--- src/rtl/mem_arbiter.sv ---
// Round-robin arbiter sharing the memory-unit port between up to four requesters.
// Optional owner lock for read-modify-write sequences: define MEM_ARB_LOCK_EN.
module mem_arbiter #(
    parameter int NUM_REQ = 4,
    parameter int ADDR_W  = 12,
    parameter int DATA_W  = 12
) (
    input  logic                      clk,
    input  logic                      rst,
    input  logic [NUM_REQ-1:0]        req,
    input  logic [2*NUM_REQ-1:0]      req_func,
    input  logic [NUM_REQ*ADDR_W-1:0] req_addr1,
    input  logic [NUM_REQ*ADDR_W-1:0] req_addr2,
    input  logic [NUM_REQ*DATA_W-1:0] req_wdata,
    input  logic [NUM_REQ-1:0]        req_lock,
    output logic [NUM_REQ-1:0]        ack,
    output logic [NUM_REQ-1:0]        grant,
    output logic [DATA_W-1:0]         rdata1,
    output logic [DATA_W-1:0]         rdata2,
    output logic                      mem_execute,
    output logic [1:0]                mem_func,
    output logic [ADDR_W-1:0]         address1,
    output logic [ADDR_W-1:0]         address2,
    output logic [DATA_W-1:0]         write_data,
    input  logic                      mem_ready,
    input  logic [DATA_W-1:0]         read_data1,
    input  logic [DATA_W-1:0]         read_data2,
    output logic                      busy
);

    localparam int IW = $clog2(NUM_REQ);
    localparam logic [IW-1:0] LAST_RST = IW'(NUM_REQ - 1);

    typedef enum logic [1:0] {IDLE, ISSUE, WAIT, DONE} state_t;

    state_t              state_q, state_d;
    logic [IW-1:0]       last_q, last_d;
    logic [IW-1:0]       win_q, win_d;
    logic [NUM_REQ-1:0]  grant_q, grant_d;
    logic [NUM_REQ-1:0]  ack_q, ack_d;
    logic                exec_q, exec_d;
    logic [1:0]          func_q, func_d;
    logic [ADDR_W-1:0]   addr1_q, addr1_d;
    logic [ADDR_W-1:0]   addr2_q, addr2_d;
    logic [DATA_W-1:0]   wdata_q, wdata_d;
    logic [DATA_W-1:0]   rdata1_q, rdata1_d;
    logic [DATA_W-1:0]   rdata2_q, rdata2_d;
    logic                busy_q, busy_d;
    logic                lock_q, lock_d;

    logic [1:0]          func_a  [NUM_REQ];
    logic [ADDR_W-1:0]   addr1_a [NUM_REQ];
    logic [ADDR_W-1:0]   addr2_a [NUM_REQ];
    logic [DATA_W-1:0]   wdata_a [NUM_REQ];

    for (genvar g = 0; g < NUM_REQ; g++) begin : g_unpack
        assign func_a[g]  = req_func[2*g +: 2];
        assign addr1_a[g] = req_addr1[g*ADDR_W +: ADDR_W];
        assign addr2_a[g] = req_addr2[g*ADDR_W +: ADDR_W];
        assign wdata_a[g] = req_wdata[g*DATA_W +: DATA_W];
    end

`ifndef MEM_ARB_LOCK_EN
    logic unused_lock;
    assign unused_lock = ^req_lock;
`endif

    // Round-robin search begins at the slot after the last one served.
    logic          rr_found;
    logic [IW-1:0] rr_pick;
    logic [IW-1:0] rr_idx;

    always_comb begin
        rr_found = 1'b0;
        rr_pick  = last_q;
        rr_idx   = last_q;
        for (int k = 1; k <= NUM_REQ; k++) begin
            rr_idx = IW'((int'(last_q) + k) % NUM_REQ);
            if (!rr_found && req[rr_idx]) begin
                rr_found = 1'b1;
                rr_pick  = rr_idx;
            end
        end
    end

    logic          take;
    logic [IW-1:0] sel;

    always_comb begin
        state_d  = state_q;
        last_d   = last_q;
        win_d    = win_q;
        grant_d  = grant_q;
        ack_d    = '0;
        exec_d   = 1'b0;
        func_d   = func_q;
        addr1_d  = addr1_q;
        addr2_d  = addr2_q;
        wdata_d  = wdata_q;
        rdata1_d = rdata1_q;
        rdata2_d = rdata2_q;
        lock_d   = lock_q;
        take     = 1'b0;
        sel      = rr_pick;

        case (state_q)
            IDLE: begin
                // A locked owner is the only eligible slot; dropping req releases it.
                if (lock_q) begin
                    sel  = win_q;
                    take = req[win_q];
                    if (!req[win_q]) begin
                        lock_d  = 1'b0;
                        grant_d = '0;
                    end
                end else begin
                    take = rr_found;
                end
                if (take) begin
                    win_d        = sel;
                    grant_d      = '0;
                    grant_d[sel] = 1'b1;
                    func_d       = func_a[sel];
                    addr1_d      = addr1_a[sel];
                    addr2_d      = addr2_a[sel];
                    wdata_d      = wdata_a[sel];
                    state_d      = ISSUE;
                end
            end
            ISSUE: begin
                exec_d  = 1'b1;
                state_d = WAIT;
            end
            WAIT: begin
                func_d = 2'b00;
                if (mem_ready) begin
                    rdata1_d = read_data1;
                    rdata2_d = read_data2;
                    ack_d    = grant_q;
`ifdef MEM_ARB_LOCK_EN
                    lock_d   = req_lock[win_q];
`else
                    lock_d   = 1'b0;
`endif
                    state_d  = DONE;
                end
            end
            DONE: begin
                last_d = win_q;
                if (!lock_q) begin
                    grant_d = '0;
                end
                state_d = IDLE;
            end
            default: state_d = IDLE;
        endcase

        busy_d = (state_d != IDLE);
    end

    always_ff @(posedge clk or posedge rst) begin
        if (rst) begin
            state_q  <= IDLE;
            last_q   <= LAST_RST;
            win_q    <= '0;
            grant_q  <= '0;
            ack_q    <= '0;
            exec_q   <= 1'b0;
            func_q   <= '0;
            addr1_q  <= '0;
            addr2_q  <= '0;
            wdata_q  <= '0;
            rdata1_q <= '0;
            rdata2_q <= '0;
            busy_q   <= 1'b0;
            lock_q   <= 1'b0;
        end else begin
            state_q  <= state_d;
            last_q   <= last_d;
            win_q    <= win_d;
            grant_q  <= grant_d;
            ack_q    <= ack_d;
            exec_q   <= exec_d;
            func_q   <= func_d;
            addr1_q  <= addr1_d;
            addr2_q  <= addr2_d;
            wdata_q  <= wdata_d;
            rdata1_q <= rdata1_d;
            rdata2_q <= rdata2_d;
            busy_q   <= busy_d;
            lock_q   <= lock_d;
        end
    end

    assign ack         = ack_q;
    assign grant       = grant_q;
    assign rdata1      = rdata1_q;
    assign rdata2      = rdata2_q;
    assign mem_execute = exec_q;
    assign mem_func    = func_q;
    assign address1    = addr1_q;
    assign address2    = addr2_q;
    assign write_data  = wdata_q;
    assign busy        = busy_q;

endmodule
--- config.mk ---
export PLATFORM = sky130hd
export DESIGN_NAME = mem_arbiter
export DESIGN_NICKNAME = d
export VERILOG_FILES = /design/src/rtl/mem_arbiter.sv
export SDC_FILE = /design/constraint.sdc
export NUM_CORES = 1
export LEC_CHECK = 0
export ABC_AREA = 1
export BUFFER_PORTS_ARGS = -buffer_cell sky130_fd_sc_hd__buf_2
export CAP_MARGIN = 30
export CORE_MARGIN = 3
export CORE_UTILIZATION = 25
export CTS_CLUSTER_DIAMETER = 40
export DETAILED_ROUTE_END_ITERATION = 12
export HOLD_SLACK_MARGIN = 0.02
export PLACE_DENSITY = 0.49
export REMOVE_ABC_BUFFERS = 1
export SYNTH_ARGS = -nofsm -noshare
export SYNTH_HDL_FRONTEND = slang
export SYNTH_SLANG_ARGS = --single-unit
--- constraint.sdc ---
create_clock -name clk -period 2.9 [get_ports clk]
set_input_delay 0.29 -clock clk [delete_from_list [all_inputs] [get_ports clk]]
set_output_delay 0.29 -clock clk [all_outputs]
set_load 0.05 [all_outputs]
==> results by group <==
Power
  – Combinational Power Share: 70.2%
  – Worst VDD drop: 0.000596 V
  – Clock power frac: 11.3%
  – Switching Share: 58.6%
  – Leakage: 0.00419 µW
  – Cell-internal power: 4310 µW
  – Sequential power share: 18.5%
  – Pwr Density: 1520 nW/µm²
  – Total power draw: 10,400 µW
  – NetSw: 6100 µW

Clocking
  – Htree depth: 3
  – Clock-pin transition on the worst setup and hold timing paths: 70 ps
  – CTS tree: done
  – Clock Tree Buf Depth: 2
  – Sinks on Clock Net: 79
  – Setup Fix Bufs, Post-CTS: 0
  – PostCTS Resize Cnt: 0
  – Hold Buf Count CTS: 0
  – CTS Buf Count: 9
  – Clk Latency, worst-skew pair: 340 ps
  – Root Driver: clkbuf_16

Critical path
  – Critical path type: reg -> reg
  – Crit start category: flip-flop
  – CP max FO: 20
  – WP data required: 3180 ps
  – Crit path capture type: flip-flop
  – Worst path arrival time: 2620 ps

STA
  – Min Tclk post-route: 2350 ps
  – Total negative slack: 0 ps
  – Slew @ Worst Pin: 732 ps
  – RSZ-0062 raised after global routing: false
  – Period utilization: 80.9%
  – Max Clock Skew: 11.7 ps
  – Fin. Hold Viols: 0
  – Final-report max-slew violation count: 0
  – Max frequency: 426 MHz
  – Slew margin rel.: 51.1%
  – Setup-failing EPs final: 0

Detailed routing
  – Total wire length: 18,900 µm
  – Residual DRC: 0
  – Vias: 5,571
  – Routed WL per cell: 14.6 µm
  – ANT nets after route: 0
  – Initial drt markers: 192
  – Router iterations before antenna repair: 4
  – Vias per cell: 4.31

Floorplan
  – Starting Density: 25.7%
  – Die Ht: 148 µm
  – Core ar.: 19,600 µm²
  – Cell Rows: 51
  – Die Width: 148 µm
  – Die area: 21,900 µm²
  – IO Count: 259

Placed design
  – Gpl congestion: 0.783
  – Placed cells: 1,279
  – Dpl hpwl: 14,000 µm
  – I/O Buffers: 254

Global routing
  – Initial antenna violation count: 0
  – Global-route wire length before repair: 29,600 µm
  – Vias in the first global route: 5,435
  – Gr ovfl total: 0
  – GRT Overall Usage: 17.0%
  – Largest net degree at the start of global routing: 42

Cells and area
  – Synth-to-layout area growth: 36.1%
  – # diodes: 0
  – Fin cells: 1,294
  – Total Nets Final: 1,216
  – Share of layout cells above drive strength 1: 30.1%

Status
  – Status: completed

Yosys
  – Cell count after synthesis: 786
  – Synthesized flop and latch total: 79
  – Syn Area/Cell: 6.40 µm²
  – Sequential area share after synthesis: 39.4%
  – Synth unique cells: 23
  – Yosys warning total: 0
  – Synth Cell Area: 5030 µm²

Hold path
  – Worst hold path type: in -> async

Flow run
  – Max_cap viols: 0
==> critical path, cell delays in order (launching register included) <==
cell	delay (ps)
dfstp_2	650
inv_4	90
nand2_1	60
nand2_1	90
nand2_2	90
nand2_2	80
inv_2	80
nand2_2	60
nand2_1	70
nand3_2	230
nand2_2	140
buf_4	260
nand2_1	70
nand3_1	150
nand3_1	90
nand2_1	60
==> area by class of cell <==
class                           instances  area [µm²]
Multi-Input combinational cell        566        2440
Clock inverter                          4        52.6
Timing Repair Buffer                  274        1430
Clock buffer                           11         243
Sequential cell                        79        1980
Inverter                               95         360
Fill cell                            2240       12700
Tap cell                              265         332
==> synth_stat cells <==
cell	number	share of area [%]
inv_2	3	0.22
nand2_2	7	0.87
nand2_1	360	27
o21ai_0	7	0.70
buf_6	9	2.0
dfrtp_1	77	38
o21bai_1	1	0.15
buf_1	2	0.15
nand3_2	2	0.40
nand4_1	2	0.25
a21oi_1	3	0.30
o21ai_1	1	0.099
a211oi_1	1	0.15
inv_1	91	6.8
nor2_2	1	0.12
nand3_1	165	16
dfstp_2	2	1.0
ha_1	4	1.0
buf_2	19	1.9
inv_4	1	0.12
nor3_1	1	0.099
nor2_1	11	0.82
clkbuf_1	16	1.2
==> power groups by stage <==
stage	clock (µW)	combinational, µW	sequential, µW
2_1_floorplan	0	3390	3520
3_3_place_gp	0	7380	1940
3_5_place_dp	0	7410	1940
4_1_cts	1210	7420	1930
5_1_grt	1250	8160	2000
6_report	1170	7310	1930
==> flip-flops by register name, indices dropped and copies added (netlist names) <==
| signal | count |
|---|---|
| ack | 4 |
| address1 | 12 |
| address2 | 12 |
| busy | 1 |
| grant | 4 |
| last_q | 2 |
| lock_q | 1 |
| mem_execute | 1 |
| mem_func | 2 |
| rdata1 | 12 |
| rdata2 | 12 |
| state_q | 2 |
| win_q | 2 |
| write_data | 12 |
==> metrics by stage <==
stage	setup WS, ps	hold WS [ps]	instance area, µm²	utilization [%]
2_1_floorplan	5.24	400	4760	-
6_report	553	33.7	6840	34.9
3_5_place_dp	558	449	6550	33.4
3_3_place_gp	575	444	6550	33.4
5_1_grt	294	98.7	6840	34.9
4_1_cts	536	70.9	6840	34.9
==> final timing paths <==
| kind | from | endpoint | slack (ps) | depth (start not counted) |
|---|---|---|---|---|
| worst max-delay path | last_q[0]$_DFFE_PP1N_ | address1[6]$_DFFE_PP0P_ | 550 | 15 |
| worst min-delay path | rst | rdata1[1]$_DFFE_PP0P_ | 30 | 2 |
| worst max register to register | last_q[0]$_DFFE_PP1N_ | address1[6]$_DFFE_PP0P_ | 550 | 15 |
| worst min register to register | address2[4]$_DFFE_PP0P_ | address2[4]$_DFFE_PP0P_ | 470 | 2 |
| max in group asynchronous | rst | write_data[9]$_DFFE_PP0P_ | 2190 | 3 |
| min in group clk | read_data2[5] | rdata2[5]$_DFFE_PP0P_ | 140 | 3 |
==> logic make-up (layout without fill, tap and decap cells) <==
logic type / count (synthesis) / in the layout / synth area share [%]
buf+inv: 141 / 384 / 12.4
fa+ha+maj: 4 / 4 / 0.995
simple gates: 549 / 549 / 45.9
compound gates: 13 / 13 / 1.39
flops: 79 / 79 / 39.4
==> routing by layer <==
metal | GRT usage, % | routed length [µm]
met1 | 22.0 | 8470
met2 | 29.1 | 9200
met3 | 3.22 | 883
met4 | 4.99 | 327
met5 | 0 | 0
==> placed cells by master, fill, tap and decap left out, drive strengths merged <==
master,count
dfrtp,77
inv,95
nor2,12
ha,4
dfstp,2
o21bai,1
clkinv,3
buf,274
bufinv,1
nor3,1
nand3,167
nand2,367
clkbuf,11
nand4,2
a211oi,1
a21oi,3
o21ai,8
Note: power is estimated with default switching activity, not from simulation.
